$ cat src/rtl/clb_array.sv
// -----------------------------------------------------------------------------
// clb_array: run-time configurable logic block.
//
// The block holds NUM_LE logic elements. Each element has a LUT_K-input
// lookup table, an output register with a configurable init/set-reset value
// (QINIT), and optional feedback of its own register into the LUT address MSB.
// Configuration is loaded serially through a TOTAL-bit shift chain. A length
// check gates entry into RUN. CFG_DOUT lets blocks be cascaded into a fabric.
//
// Per-LE configuration field (CFG_LE = 2^LUT_K + 3 bits, LE i at i*CFG_LE):
//   [2^K-1:0] LUT truth table   [2^K] OSEL   [2^K+1] QINIT   [2^K+2] FBSEL
//
// Ports:
//   K         clock, all state changes on posedge
//   RST       asynchronous active-high reset
//   I         LUT inputs, LE i uses I[i*LUT_K +: LUT_K]
//   SR        per-LE synchronous set/reset to QINIT (has priority over CE)
//   CE        per-LE register enable (present only with CLB_CE_EN)
//   O         per-LE outputs, forced to 0 while not configured
//   CFG_EN    configuration shift enable
//   CFG_DIN   serial configuration input
//   CFG_DOUT  chain tail, feeds CFG_DIN of the next block
//   CFG_DONE  block configured and running
//   CFG_ERR   sticky flag: last load had the wrong length
//
// Build option: define CLB_CE_EN to add the CE port and per-LE clock enable.
// -----------------------------------------------------------------------------
module clb_array #(
  parameter int LUT_K  = 4,
  parameter int NUM_LE = 2
) (
  input  logic                      K,
  input  logic                      RST,
  input  logic [NUM_LE*LUT_K-1:0]   I,
  input  logic [NUM_LE-1:0]         SR,
`ifdef CLB_CE_EN
  input  logic [NUM_LE-1:0]         CE,
`endif
  output logic [NUM_LE-1:0]         O,
  input  logic                      CFG_EN,
  input  logic                      CFG_DIN,
  output logic                      CFG_DOUT,
  output logic                      CFG_DONE,
  output logic                      CFG_ERR
);

  localparam int LUT_SIZE = 1 << LUT_K;
  localparam int CFG_LE   = LUT_SIZE + 3;
  localparam int TOTAL    = NUM_LE * CFG_LE;
  // The counter must reach TOTAL+1 so that an overrun stays distinguishable.
  localparam int CNT_W    = $clog2(TOTAL + 2);

  localparam logic [CNT_W-1:0] CNT_TOTAL = CNT_W'(TOTAL);
  localparam logic [CNT_W-1:0] CNT_SAT   = CNT_W'(TOTAL + 1);

  typedef enum logic [1:0] {
    ST_UNCFG,
    ST_LOAD,
    ST_RUN
  } state_e;

  state_e              state_q, state_d;
  logic [TOTAL-1:0]    chain_q, chain_d;
  logic [CNT_W-1:0]    cnt_q,   cnt_d;
  logic                err_q,   err_d;
  logic [NUM_LE-1:0]   q_q,     q_d;

  logic                cfg_done;
  logic [NUM_LE-1:0]   f;
  logic [NUM_LE-1:0]   osel;
  logic [NUM_LE-1:0]   qinit;
  logic [NUM_LE-1:0]   fbsel;
  logic [NUM_LE-1:0]   ce_en;

`ifdef CLB_CE_EN
  assign ce_en = CE;
`else
  assign ce_en = '1;
`endif

  // ---------------------------------------------------------------------------
  // Per-LE decode, LUT and output mux
  // ---------------------------------------------------------------------------
  for (genvar g = 0; g < NUM_LE; g++) begin : g_le
    logic [CFG_LE-1:0]   field;
    logic [LUT_SIZE-1:0] lut;
    logic [LUT_K-1:0]    addr;

    assign field    = chain_q[g*CFG_LE +: CFG_LE];
    assign lut      = field[LUT_SIZE-1:0];
    assign osel[g]  = field[LUT_SIZE];
    assign qinit[g] = field[LUT_SIZE+1];
    assign fbsel[g] = field[LUT_SIZE+2];

    // Feedback replaces only the address MSB, so a K-input LUT becomes a
    // (K-1)-input function of I plus its own state.
    always_comb begin
      addr = I[g*LUT_K +: LUT_K];
      if (fbsel[g]) addr[LUT_K-1] = q_q[g];
    end

    assign f[g] = lut[addr];
    assign O[g] = cfg_done ? (osel[g] ? q_q[g] : f[g]) : 1'b0;
  end

  // ---------------------------------------------------------------------------
  // FSM: state register
  // ---------------------------------------------------------------------------
  // NOTE: sequential state is written with non-blocking assignments only, so
  // every flop samples the pre-edge values regardless of block ordering.
  always_ff @(posedge K or posedge RST) begin
    if (RST) state_q <= ST_UNCFG;
    else     state_q <= state_d;
  end

  // ---------------------------------------------------------------------------
  // FSM: next-state logic
  // ---------------------------------------------------------------------------
  // NOTE: every combinational output gets a default first, so no path through
  // the case leaves it unassigned and no latch is inferred.
  always_comb begin
    state_d = state_q;
    unique case (state_q)
      ST_UNCFG: if (CFG_EN) state_d = ST_LOAD;
      ST_LOAD:  if (!CFG_EN) state_d = (cnt_q == CNT_TOTAL) ? ST_RUN : ST_UNCFG;
      ST_RUN:   if (CFG_EN) state_d = ST_LOAD;
      default:  state_d = ST_UNCFG;
    endcase
  end

  // ---------------------------------------------------------------------------
  // FSM: outputs
  // ---------------------------------------------------------------------------
  always_comb begin
    cfg_done = (state_q == ST_RUN);
  end

  // ---------------------------------------------------------------------------
  // Datapath next-state: chain, counter, error flag, LE registers
  // ---------------------------------------------------------------------------
  always_comb begin
    chain_d = chain_q;
    cnt_d   = cnt_q;
    err_d   = err_q;
    q_d     = q_q;

    if (CFG_EN) chain_d = {CFG_DIN, chain_q[TOTAL-1:1]};

    unique case (state_q)
      ST_LOAD: begin
        if (CFG_EN) begin
          if (cnt_q != CNT_SAT) cnt_d = cnt_q + CNT_W'(1);
        end else if (cnt_q == CNT_TOTAL) begin
          q_d = qinit;
        end else begin
          err_d = 1'b1;
        end
      end
      ST_UNCFG, ST_RUN: begin
        if (CFG_EN) begin
          // Entering LOAD: this edge is already the first shift.
          cnt_d = CNT_W'(1);
          err_d = 1'b0;
        end else if (state_q == ST_RUN) begin
          for (int i = 0; i < NUM_LE; i++) begin
            if (SR[i])         q_d[i] = qinit[i];
            else if (ce_en[i]) q_d[i] = f[i];
          end
        end
      end
      default: ;
    endcase
  end

  // NOTE: the configuration chain is reset like any other register so that a
  // freshly reset block never drives stale configuration out of CFG_DOUT.
  always_ff @(posedge K or posedge RST) begin
    if (RST) begin
      chain_q <= '0;
      cnt_q   <= '0;
      err_q   <= 1'b0;
      q_q     <= '0;
    end else begin
      chain_q <= chain_d;
      cnt_q   <= cnt_d;
      err_q   <= err_d;
      q_q     <= q_d;
    end
  end

  assign CFG_DOUT = chain_q[0];
  assign CFG_DONE = cfg_done;
  assign CFG_ERR  = err_q;

endmodule
$ cat config.mk
export PLATFORM = sky130hd
export DESIGN_NAME = clb_array
export DESIGN_NICKNAME = d
export VERILOG_FILES = /design/src/rtl/clb_array.sv
export SDC_FILE = /design/constraint.sdc
export NUM_CORES = 1
export LEC_CHECK = 0
export ABC_AREA = 1
export BUFFER_PORTS_ARGS = -buffer_cell sky130_fd_sc_hd__buf_4
export CORE_UTILIZATION = 54
export CTS_CLUSTER_DIAMETER = 200
export DETAILED_ROUTE_END_ITERATION = 8
export PLACE_DENSITY = 0.75
export SLEW_MARGIN = 40
export SYNTH_ARGS = -nofsm -noshare
export SYNTH_HDL_FRONTEND = slang
export SYNTH_SLANG_ARGS = --single-unit
export TNS_END_PERCENT = 20
$ cat constraint.sdc
create_clock -name K -period 1.75 [get_ports K]
set_input_delay 0.175 -clock K [delete_from_list [all_inputs] [get_ports K]]
set_output_delay 0.175 -clock K [all_outputs]
set_load 0.02 [all_outputs]
# After elaboration in Yosys (flattened, before gate mapping)

Cells that the tools add are included.

Multipliers: 0
Multiplexer cells: 29
Bitwise gates (word level): 0
Div/mod/pow operators: 0
Equal/unequal tests: 12
Shift operators: 0
$add $sub $neg: 1
$lt $le $gt $ge: 2
Reductions and logical operators: 7

Operator list:

| operator                                               | count |
|---|---|
| two-way mux 6 bit                                      | 3 |
| two-way mux 2 bit                                      | 7 |
| two-way mux 1 bit                                      | 13 |
| inequality test 2 bit (second input constant)          | 6 |
| case mux 6 bit (2 select lines)                        | 1 |
| < comparator 4 x 5 -> 1 bit (second input constant)    | 2 |
| binary-select mux 1 bit (select 4 bit)                 | 2 |
| case mux 2 bit (2 select lines)                        | 2 |
| AND reduction 4 bit                                    | 2 |
| adder 6 x 1 -> 6 bit (second input constant)           | 1 |
| equality test 6 bit (second input constant)            | 1 |
| inequality test 6 bit (second input constant)          | 1 |
| AND reduction 5 bit                                    | 1 |
| inequality test 2 x 1 -> 1 bit (second input constant) | 2 |
| equality test 2 x 1 -> 1 bit (second input constant)   | 1 |
| equality test 2 bit (second input constant)            | 1 |
| logical NOT 2 bit                                      | 1 |
| case mux 1 bit (2 select lines)                        | 1 |
| AND reduction 2 bit                                    | 1 |
| nonzero test 2 bit                                     | 1 |
| OR reduction 2 bit                                     | 1 |

Input port bits: 14
Memories kept: 0
Output and inout bits: 5
Register bits after elaboration: 49
Bits in latches: 0
Memory bits (writable): 0
ROM bits: 0

# Logic depth before layout (Yosys ltp)

Gate-level depths: netlist of the first run.

Depth in word-level cells: 7
Depth in mapped cells: 9

# Worst setup path before layout of the first run

No wires, ideal clock.

Kind: reg-to-output
Start point: register chain_q[0]
End point: output port O[0]
Buffers on the path: 0
Cell stages (with the launch flop): 9
Required time: 1.575 ns
Path slack: 0.556 ns
Arrival: 1.019 ns
Cell sequence: dfrtp_1 inv_1 nand2_1 nand3_1 nand3_1 nand3_1 nand3_1 nand2_1 inv_1

Word-level cells in the longest chain between the ends: 4

Ends and longest elaborated chain:

| element                                 | RTL line | source |
|---|---|---|
| start, declared                         | 63       | `logic [TOTAL-1:0] chain_q, chain_d;` |
| start signal, assigned                  | 184      | `chain_q <= chain_d;` |
| binary-select mux 1 bit (select 4 bit)  | 102      | `assign f[g] = lut[addr];` |
| two-way mux 1 bit (implied by the code) | 102      |  |
| two-way mux 1 bit (2 in a row)          | 103      | `assign O[g] = cfg_done ? (osel[g] ? q_q[g] : f[g]) : 1'b0;` |
| end, declared                           | 39       | `output logic [NUM_LE-1:0] O,` |

No other way between the ends. The select of a mux whose other input is x is not followed.

# Worst setup path in the final report of the first run

Start point: register state_q[0]
End point: output port O[0]

Word-level cells in the longest chain between the ends: 2

Ends and longest elaborated chain:

| element                | RTL line | source |
|---|---|---|
| start, declared        | 62       | `state_e state_q, state_d;` |
| start signal, assigned | 113      | `else state_q <= state_d;` |
| equality test 2 bit    | 135      | `cfg_done = (state_q == ST_RUN);` |
| two-way mux 1 bit      | 103      |  |

No other way between the ends.

==> results by stage, run 1 <==
Global route:
- The number of global-route vias before repair came to roughly 1900.
- Global routing consumed, over all layers together, roughly a fifth of the routing resources.
- The wire length of the first global-routing pass is 7983 um.
- The leftover overflow at the end of global routing is 0.
- The maximum number of pins on one net before global-route repair is 34.
- The number of antenna violations at the first check in global routing is 0.

Cells and area:
- The final cell utilization of the core is 62.96%.
- Relative to the synthesized area, the layout overhead comes to 12.82%.
- The number of antenna diodes in the final layout is 0.
- The number of fill cells is between 400 and 500.
- The fraction of final layout cells with drive strength greater than 1 is roughly an eighth.
- Summing all non-filler instances in the final layout gives an area of 0.002741 mm2.
- The area of all sequential standard cells is 0.001227 mm2.
- The area of combinational cells with multiple inputs is 943.4 um2.
- The number of nets in the finished design is 353.

Logic synthesis:
- The distinct cell type count of the synthesized netlist is 24.
- Yosys mapped a number of flops with a built-in enable equal to 0.
- Yosys printed 0 warnings.
- The area of the mapped netlist is 0.002430 mm2.
- Yosys instantiated no cell more often than sky130_fd_sc_hd__nand2_1.
- The share of the synthesized area in the top cell type is 50.46%.
- The number of synthesized register bits is 49.
- The prevailing post-synth register cell is sky130_fd_sc_hd__dfrtp_1.
- Counting every net in the synthesized netlist gives 335.
- Of all cell types, the one taking the most synthesized area is sky130_fd_sc_hd__dfrtp_1.
- The share of the Yosys chip area taken by registers is between 50% and 60%.
- After synthesis, the cell types taking the most area are sky130_fd_sc_hd__dfrtp_1 (50%), sky130_fd_sc_hd__nand2_1 (15%), sky130_fd_sc_hd__o21ai_0 (8.2%).
- After synthesis, the mean cell area works out to between 7 and 8 um2.
- In the synthesized netlist the async set-or-reset flop fraction comes to between 90% and 100%.
- The post-synthesis cell count is 319.
- The commonest cells after synthesis are sky130_fd_sc_hd__nand2_1 (99), sky130_fd_sc_hd__inv_1 (51), sky130_fd_sc_hd__dfrtp_1 (49), sky130_fd_sc_hd__o21ai_0 (40), sky130_fd_sc_hd__nand3_1 (35).

Pwr:
- The largest voltage drop on the vdd net is 584.9 uV.
- For this design the static power due to leakage is 1.420 nW.
- The power density over the cells is 980.8 mW/mm2.

Route:
- The number of DRC markers in iteration 0 is 121.
- In the routed design, unresolved DRC markers number 0.
- The detailed-routing iteration count for the pre-antenna-repair pass is 4.
- The mean number of vias per cell is 5.023.
- The final layout contains routed wiring with a total length of 4382 um.
- The routed layout has 1959 vias.
- The remaining antenna violation count is 0.
- After detailed routing, the average wire length per cell comes to 11.24 um.

STA:
- The number of max-slew violations in the final report is 0.
- The count of endpoints failing setup in the final report is 0.
- Setup repair after global routing left no endpoint under its margin.
- The final critical path takes up 90.40% of the cycle.
- Clock skew on the completed layout was measured at 0.009311 ns.
- The number of hold violations in the final report is 0.
- In this run the tightest slew margin relative to its limit is a little under three quarters.
- The highest attainable clock frequency is ~630 MHz.
- The clock period could shrink to 1.582 ns.
- Hold timing on the final database bottoms out at a slack of 0.07982 ns.
- In the final timing run, aggregate negative setup slack is 0 ns.
- At the pin with the least slew margin, the transition time is 0.4304 ns.

Setup path:
- The highest net fanout along the worst path is 8.
- The endpoint of the worst-slack reg-to-reg timing path is cnt_q[1].
- The worst setup path is launched from a flop.
- The delay of the slowest critical-path stage is about 0.48 ns.
- The critical path goes through inv_2 > nand2_1 > a21oi_1 > nand2_1 > inv_1 > buf_4.
- The cell type with the highest occurrence count on the critical path is sky130_fd_sc_hd__nand2_1.
- The kind of cell with the highest combined delay along the critical path is flip-flops.
- For the worst setup path, the data arrival time is 1.41 ns.
- The critical path is of the flop to output port type.
- The critical path endpoint category is an output port.
- Measured in cells, the most critical reg-to-reg path has a length of 7.
- On the critical path, the stage with the largest delay is an instance of sky130_fd_sc_hd__dfrtp_2.
- The startpoint identified for the worst register-to-register timing path is cnt_q[0].
- The worst setup slack for register-to-register paths is 0.45 ns.
- The required arrival time at the worst endpoint is about 1.6 ns.
- The number of buffers and inverters on the critical path is 3.
- The critical path starts at state_q[0].

Clock tree:
- The clock edge transition at the registers on the reported setup and hold paths is 0.09 ns.
- The root cell of the clock tree is sky130_fd_sc_hd__clkbuf_8.
- The clock tree synthesis step divided the H-tree into 2 levels.
- The number of buffers inserted during clock tree synthesis is 5.
- TritonCTS built the clock tree.
- The maximum root-to-sink buffer count is 2.
- The number of clock sinks is just under 50.
- At the later pin of the worst-skew pair, clock insertion delay measures 0.30 ns.
- The total setup buffers inserted after CTS is 0.

Die:
- 19 I/O pins were placed.
- For this configuration, the core starts out at a cell density of between 50% and 60%.
- The overall die height is 69.08 um.
- The floorplan die width is approximately 69 um.
- The placement row count is 24.
- The die covers 0.004772 mm2.
- The region available for standard cell placement spans around 0.0044 mm2.

Run status:
- The flow ran to the end, and the final reports show no timing, DRC or antenna violations.

Placement:
- The port buffer count is 18.
- The placement-stage cell area is 0.002614 mm2.
- Detailed placement finished with a half-perimeter wire length of 3202 um.
- The last weighted congestion value of the routability-driven placer is 0.8943.

Min path:
- The tightest min-delay check is of the input pin to flop type.
- The hold-critical path endpoint is chain_q[37].
- The startpoint of the worst hold path is CFG_DIN.
- The hold path depth is 3.

Flow run:
- The tool flagged a number of max-cap violations equal to 0.
-- cell type report --
class                           instances  share of cell area [%]
Clock buffer                            7                   3.149
Clock inverter                          1                   1.095
Inverter                               55                   7.622
Multi-Input combinational cell        204                   34.41
Sequential cell                        49                   44.77
Tap cell                               52                   2.373
Timing Repair Buffer                   22                   6.572
-- placed cells by master, fill, tap and decap left out, drive strengths merged --
master	Yosys	layout
nor3	1	1
ha	2	2
a21oi	4	4
buf	8	21
or2	1	1
nand4	2	2
inv	55	55
nand2	101	101
clkbuf	3	7
nand3	36	36
xor2	2	2
bufinv	0	1
nand3b	3	3
nor2	10	10
o21ai	42	42
dlygate4sd3	0	1
dfrtp	49	49
-- per-stage QoR --
stage | setup slack (ns) | power [mW] | cells
floorplan | 0.4022 | 1.747 | 319
global placement | 0.4444 | 1.873 | 381
detailed placement | 0.4513 | 1.890 | 381
CTS | 0.1158 | 2.722 | 390
global route | 0.01225 | 2.874 | 390
finish | 0.1679 | 2.689 | 390
-- timing repair --
item | CTS | global route
hold endpoints to repair | 18 | 0
gates resized for setup | 0 | 1
setup endpoints to repair | 0 | 1
hold buffers | 1 | 0
-- report_power, final --
part           switching [mW]  internal, mW  total, mW
registers               0.107          1.29       1.40
logic                   0.283         0.181      0.464
clock network           0.358         0.466      0.825
-- state kept, by name (all words and copies together) (netlist names) --
register and cells:
state_q 2, chain_q 38, q_q 2, CFG_ERR 1, cnt_q 6
-- per-layer routing --
layer	vias up	wire length, um	GRT usage [%]
li1	1024	-	-
met1	903	2126	26.63
met2	22	2060	33.87
met3	10	117	3.947
met4	0	78	8.390
met5	-	0	0
-- worst min-delay path: stages --
cell and delay [ns]:
sky130_fd_sc_hd__buf_4 0.08, sky130_fd_sc_hd__nand2_1 0.04, sky130_fd_sc_hd__nand2_1 0.05
-- how the worst max path moves through the flow --
stage                          to  slack [ns]  cells after the start
after floorplan           CFG_ERR        0.40                      1
after global placement       O[0]        0.44                      6
after detailed placement     O[0]        0.45                      6
after CTS                    O[0]        0.12                      6
after global routing         O[1]        0.01                      9
final                        O[0]        0.17                      6
-- logic make-up after synthesis --
logic type / count (synthesis) / synth area share [%]
AND/OR/NAND/NOR: 154 / 27.60
buffers and inverters: 66 / 10.71
flip-flops: 49 / 50.46
AO/OA/AOI/OAI: 46 / 9.475
XOR/XNOR: 2 / 0.7210
adder cells (fa/ha/maj): 2 / 1.030
Power figures use the tool's default switching activity.
==> inputs of run 2 (changes only) <==
--- a/config.mk
+++ b/config.mk
@@ -10,7 +10,7 @@
 export CORE_UTILIZATION = 54
 export CTS_CLUSTER_DIAMETER = 200
 export DETAILED_ROUTE_END_ITERATION = 8
-export PLACE_DENSITY = 0.75
+export PLACE_DENSITY = 0.73
 export SLEW_MARGIN = 40
 export SYNTH_ARGS = -nofsm -noshare
 export SYNTH_HDL_FRONTEND = slang
==> run 2 against run 1 <==
Against the previous run: clock-buffer cell count stayed put; total power is 3.4% lower; via count is 0.20% lower; critical path type unchanged; maximum frequency is 2.7% lower; register-to-register slack hardly changed; clock power is 12% lower; sequential power hardly changed; final cell count is 0.26% lower; sequential share of layout area is 0.37 points higher.
==> results by stage, run 2 (same netlist as run 1, synthesis figures left out) <==
Run status:
- The run finished with clean final reports.

Cells and area:
- Fill cells in the final layout number 392.
- The multi-input combinational cells in the finished layout cover a total of 943.4 um2.
- The register with the most flip-flops in the layout has 38 of them.
- Summing all flip-flop and latch instances after layout gives 0.001227 mm2.
- Counting flops per register, the top entry is chain_q.
- The most common cell after layout, fill and taps aside is sky130_fd_sc_hd__nand2_1.
- The layout overhead on the synthesized area is 11.90%.
- In the final layout, the registers with the most flip-flops are chain_q x38, cnt_q x6.
- The number of antenna repair diodes is 0.
- In the layout the commonest cells are sky130_fd_sc_hd__nand2_1 (99), sky130_fd_sc_hd__inv_1 (50), sky130_fd_sc_hd__dfrtp_1 (48).
- After routing the design area is roughly 0.0027 mm2.
- The fraction of final layout cells with drive strength greater than 1 is 11.87%.
- The number of nets in the finished design is 352.

Clock tree:
- The total setup buffers inserted after CTS is 0.
- The TritonCTS clock tree is yes.
- The maximum root-to-sink buffer count is 2.
- The clock edge transition at the registers on the reported setup and hold paths is 0.09 ns.
- The root cell of the clock tree is sky130_fd_sc_hd__clkbuf_8.
- The clock drives slightly below 50 sinks.
- The clock latency of the later-clocked register in the worst-skew pair is slightly above 0.3 ns.
- TritonCTS created 5 clock buffers.
- The H-tree depth is 2.

Global route:
- Entering global routing, the biggest net connects 52 pins.
- The number of antenna violations at the first check in global routing is 0.
- Global routing consumed, over all layers together, 21.06% of the routing resources.
- The number of global-route vias before repair was 1903.
- The first global-routing pass estimated about 8000 um of wire.
- The leftover overflow at the end of global routing is 0.

Setup path:
- The arrival time at the worst endpoint is 1.45 ns.
- The required arrival time at the worst endpoint is approximately 1.6 ns.
- The worst setup slack for register-to-register paths is between 0.4 and 0.5 ns.
- The worst setup path is launched from a flop.
- In this run the worst path has a maximum fanout of 8.
- The critical path endpoint category is an output port.
- The path type of the worst setup path is flop to output port.

STA:
- The portion of the clock cycle consumed by the worst path in the final layout is 92.91%.
- Derived from the worst setup path, the maximum achievable clock frequency is 615.0 MHz.
- The number of max-slew violations in the final report was 0.
- Setup violations remaining at the end of the flow were counted as 0.
- Setup repair after global routing left no endpoint under its margin.
- After layout, the minimum clock period comes to 1.626 ns.
- For the pin with the worst max-slew slack, the measured transition is 0.4158 ns.
- The number of hold violations in the final report is 0.
- Headroom to the max-slew limit came out at 72.28%.
- The tightest hold path in the finished design has a slack of 0.08201 ns.
- The clock skew after layout is 0.006090 ns.
- The total negative slack for setup checks is 0 ns.
- The final worst setup slack is ~0.12 ns.

Die:
- The overall die height is 69.08 um.
- Once the floorplan was initialized, standard cells occupied 55.80% of the core.
- The number of ports placed on the die boundary is 19.
- The area inside the core boundary is 0.004354 mm2.
- In this run the horizontal extent of the chip is 69.08 um.
- Row generation in the floorplan step produced 24 rows.
- The die outline area is 0.004772 mm2.

Route:
- The remaining antenna violation count is 0.
- The total wirelength of the detailed-routed design is approximately 4500 um.
- The wire length per cell is 11.67 um.
- The number of DRC markers in iteration 0 is about 100.
- The DRC violation count after routing is 0.
- The total via count after detailed routing is just under 2000.
- The detailed-routing iteration count for the pre-antenna-repair pass is 4.
- The mean number of vias per cell is 5.026.

Pwr:
- The largest voltage drop on the vdd net is 605.7 uV.
- Dividing total power by cell area gives a power density of 955.2 mW/mm2.
- The leakage power summed over all cells is 1.411 nW.

Placement:
- Summing all placed instances gives a cell area of 0.002606 mm2.
- OpenSTA, run right after detailed placement, puts the worst setup slack at 0.4283 ns.
- After legalization and detailed placement, the total HPWL measured ~3200 um.
- Input and output buffers added on the ports amount to 18.
- At the end of routability-driven placement, the weighted congestion stood at 0.8372.

Min path:
- The tightest min-delay check is of the input pin to flop type.

Flow run:
- Max-cap violations in this run came to 0.
## run 2: cell types whose count changed in the layout (fill, tap and decap cells not counted)
cell / delta
sky130_fd_sc_hd__bufinv_16: -1
sky130_fd_sc_hd__clkinv_2: +1
sky130_fd_sc_hd__clkbuf_1: -1
sky130_fd_sc_hd__clkbuf_8: +1
sky130_fd_sc_hd__buf_4: -1
## run 2: power by group
| part | switching (mW) | internal, mW |
|---|---|---|
| clock network | 0.372 | 0.358 |
| logic | 0.287 | 0.180 |
| registers | 0.108 | 1.29 |
| total | 0.767 | 1.83 |
## run 2: stage by stage
stage / std cells / util (%) / power (mW)
CTS: 389 / 62.41 / 2.618
floorplan: 319 / - / 1.747
detailed placement: 380 / 59.86 / 1.888
global placement: 380 / 59.86 / 1.876
global route: 389 / 62.44 / 2.761
finish: 389 / 62.44 / 2.597
## run 2: worst paths after layout
| path | from | cells past startpoint | to |
|---|---|---|---|
| max | state_q[0] | 6 | O[0] |
| min reg2reg | chain_q[11] | 2 | chain_q[10] |
| max reg2reg | cnt_q[0] | 7 | cnt_q[2] |
| min | CFG_DIN | 3 | chain_q[37] |
| min in group asynchronous | RST | 4 | chain_q[10] |
| max in group asynchronous | RST | 4 | state_q[0] |
## run 2: metal layers
metal,GRT usage [%],vias up,routed length [um]
li1,-,1018,-
met1,25.85,894,2170
met2,35.38,33,2115
met3,4.971,10,151
met4,9.070,0,101
met5,0,-,0
## run 2: final cells by class
type	instances	share of cell area, %
Clock buffer	7	3.543
Sequential cell	49	45.15
Tap cell	52	2.393
Clock inverter	1	0.1841
Multi-Input combinational cell	204	34.70
Timing Repair Buffer	21	6.351
Inverter	55	7.685
## run 2: critical path: stages (launching register included)
cell	delay, ns
sky130_fd_sc_hd__dfrtp_2	0.47
sky130_fd_sc_hd__inv_2	0.11
sky130_fd_sc_hd__nand2_1	0.15
sky130_fd_sc_hd__a21oi_1	0.16
sky130_fd_sc_hd__nand2_1	0.08
sky130_fd_sc_hd__inv_1	0.05
sky130_fd_sc_hd__buf_4	0.13
## run 2: repair_timing
action,in CTS,in global routing
resized for setup,0,1
hold endpoints to repair,49,0
endpoints found under the setup margin,0,2
hold buffers,1,0
==> inputs of run 3 (changes only) <==
--- a/config.mk
+++ b/config.mk
@@ -10,7 +10,9 @@
 export CORE_UTILIZATION = 54
 export CTS_CLUSTER_DIAMETER = 200
 export DETAILED_ROUTE_END_ITERATION = 8
-export PLACE_DENSITY = 0.73
+export HOLD_SLACK_MARGIN = 0.12
+export PLACE_DENSITY = 0.76
+export REMOVE_ABC_BUFFERS = 1
 export SLEW_MARGIN = 40
 export SYNTH_ARGS = -nofsm -noshare
 export SYNTH_HDL_FRONTEND = slang
==> run 3 against run 2 <==
Against the previous run: combinational power barely moved; maximum frequency up 0.99%; clock-buffer cell count is 2 lower; sequential share of layout area shrank 0.45 points; routed wire length down 4.1%; critical path depth is the same; critical endpoint unchanged; final cell count up 0.26%; critical path type unchanged; total power rose by 1.8%; utilization increased by 0.63 points; global-route usage is 0.88 points lower; clock power is 6.4% higher; design area up 1.0%.
==> results by stage, run 3 (same netlist as run 1, synthesis figures left out) <==
Run status:
- The run finished with clean final reports.

Clock tree:
- The H-tree was split into 2 levels.
- The root cell of the clock tree is sky130_fd_sc_hd__clkbuf_8.
- The number of clock sinks is just under 50.
- The later pin in the worst-skew pair is clocked with a latency of 0.30 ns.
- The TritonCTS clock tree is yes.
- The clock edge transition at the registers on the reported setup and hold paths is 0.09 ns.
- In this run the deepest clock path goes through 2 buffers.
- The total setup buffers inserted after CTS is 0.
- The number of clock buffers added by TritonCTS is 5.

STA:
- The number of hold violations in the final report came to 0.
- Setup total negative slack on the finished layout was measured at 0 ns.
- Based on the critical path, the design can be clocked at up to 621.1 MHz.
- Setup repair after global routing left no endpoint under its margin.
- On the final layout, the worst clock skew is 0.006135 ns.
- The slew of the pin with the lowest slew margin is 0.5326 ns.
- The final critical-path required period is 1.610 ns.
- Setup violations remaining at the end of the flow were counted as 0.
- Dividing the final minimum period by the clock period gives 92.00%.
- The worst pin sits at a relative slew slack of 64.44%.
- The number of max-slew violations in the final report is 0.

Global route:
- The first global-routing pass estimated 7769 um of wire.
- The number of antenna violations at the first check in global routing is 0.
- The total routing usage reported by global routing is 20.18%.
- Summed over all layers, the global routing overflow is 0.
- Entering global routing, the biggest net connects 35 pins.
- The number of global-route vias before repair is about 1800.

Placement:
- During placement, the flow inserted port buffers numbering 18.
- The post-DP HPWL is 3167 um.
- The last weighted congestion value of the routability-driven placer is 0.7996.
- The placement-stage cell area is 0.002614 mm2.

Setup path:
- The arrival time at the worst endpoint is between 1 and 1.5 ns.
- The critical path is of the flop to output port type.
- The source of the critical timing path is state_q[0].
- The critical path ends at O[0].
- At the worst endpoint, the required time is 1.57 ns.
- The endpoint of the worst-slack reg-to-reg timing path is cnt_q[2].
- The worst reg2reg path startpoint is cnt_q[0].
- STA classifies the critical path startpoint as a flop.
- Along the worst path, the maximum fanout reaches 8.
- The worst setup path is captured at an output port.
- The worst setup slack for register-to-register paths is 0.47 ns.
- The depth of the worst register-to-register path is 7.

Route:
- After the first detailed-routing iteration, the DRC count stood at 98.
- In the final routed layout, each cell accounts on average for 11.16 um.
- The detail route stage leaves a number of antenna-violating nets equal to 0.
- Detailed routing inserted a total of ~1900 vias.
- The total wirelength of the detailed-routed design is 4353 um.
- The detailed-routing iteration count for the pre-antenna-repair pass is 4.
- Using the TritonRoute via totals, the vias-per-cell ratio works out to 4.921.
- The DRC violation count after routing is 0.

Die:
- The floorplan die width is between 60 and 70 um.
- The initial utilization of the core area, before any placement, comes to 55.80%.
- In this run the vertical extent of the chip is 69.08 um.
- The floorplan step defined a core boundary enclosing 0.004354 mm2.
- The die outline area is about 0.0048 mm2.
- In this run the count of I/O pins placed on the die edge is 19.
- The placement row count is 24.

Pwr:
- The switching portion of total power is ~28%.
- VDD sags by at most 516.2 uV.
- The internal power of the cells totals 1.891 mW.
- The leakage power summed over all cells is 1.424 nW.
- The power density over the cells is approximately 960 mW/mm2.
- The share of total power in sequential cells is 53.0%.
- The power share of the clock group is 29.4%.
- Combinational logic is responsible for 17.6% of the overall power.
- Summed over all nets, the switching power comes to 0.7535 mW.

Cells and area:
- The largest registers in the layout are chain_q x38, cnt_q x6.
- The number of antenna diodes in the final layout is 0.
- In the layout the commonest cells are sky130_fd_sc_hd__nand2_1 (98), sky130_fd_sc_hd__inv_1 (49), sky130_fd_sc_hd__dfrtp_1 (48).
- The final cell utilization of the core is a little over three fifths.
- The library cell used most frequently in the layout, excluding fill and tap cells, is sky130_fd_sc_hd__nand2_1.
- The register bank with the most flops is chain_q.
- After the last flow step, the layout net total stands at 354.
- The register with the most flip-flops in the layout has 38 of them.
- Relative to the synthesized area, the layout overhead comes to 13.03%.
- Summing all non-filler instances in the final layout gives an area of 0.002746 mm2.
- In the final layout, the share of cells above drive strength 1 is 12.72%.

Flow run:
- Max-cap violations in this run came to 0.

Min path:
- In this run the worst hold path is classified as input pin to flop.
run 3: critical path: stages (launching register included):
cell and delay, ns:
sky130_fd_sc_hd__dfrtp_2 0.47, sky130_fd_sc_hd__inv_2 0.11, sky130_fd_sc_hd__nand2_1 0.14, sky130_fd_sc_hd__a21oi_1 0.18, sky130_fd_sc_hd__nand2_2 0.06, sky130_fd_sc_hd__inv_1 0.05, sky130_fd_sc_hd__buf_4 0.12
run 3: layout make-up:
type                       instances  area (um2)
fill                             384        1608
sequential                        49        1227
multi-input combinational        204       950.9
inverter                          55       209.0
timing repair buffer              23       190.2
clock buffer                       5       68.82
tap                               52       65.06
clock inverter                     2       35.03
run 3: power groups by stage:
stage	Clock (mW)	Sequential (mW)	Combinational, mW
5_1_grt	0.847	1.43	0.549
4_1_cts	0.804	1.40	0.467
3_5_place_dp	0	1.42	0.463
6_report	0.777	1.40	0.465
2_1_floorplan	0	1.40	0.315
3_3_place_gp	0	1.42	0.453
run 3: worst min path at each step:
stage,startpoint,to,slack (ns),cells after the start
floorplan,CFG_EN,chain_q[18],0.28,1
global placement,RST,chain_q[4],0.26,2
detailed placement,RST,chain_q[5],0.26,2
CTS,CFG_EN,chain_q[21],0.16,2
global route,CFG_EN,chain_q[20],0.18,2
finish,CFG_EN,chain_q[21],0.17,2
run 3: layer usage:
metal | up-vias | GRT usage, % | wire [um] | part of all wire, %
li1 | 1028 | - | - | -
met1 | 842 | 24.98 | 2121 | 49
met2 | 39 | 33.55 | 1985 | 46
met3 | 10 | 4.825 | 157 | 3.6
met4 | 0 | 8.844 | 89 | 2.0
met5 | - | 0 | 0 | 0
run 3: metrics by stage:
step,std cells,total power [mW],hold WS (ns),worst slack (ns)
after detailed placement,381,1.885,0.2581,0.4400
after global placement,381,1.870,0.2576,0.4556
after floorplan,308,1.720,0.2823,0.4022
after global routing,390,2.822,0.1764,0.009813
final,390,2.645,0.1695,0.1400
after CTS,390,2.673,0.1595,0.09935
run 3: what timing repair did:
action / in CTS / in global routing
hold buffers: 2 / 0
endpoints found under the setup margin: 0 / 1
resized for setup: 0 / 4
endpoints found under the hold margin: 25 / 0
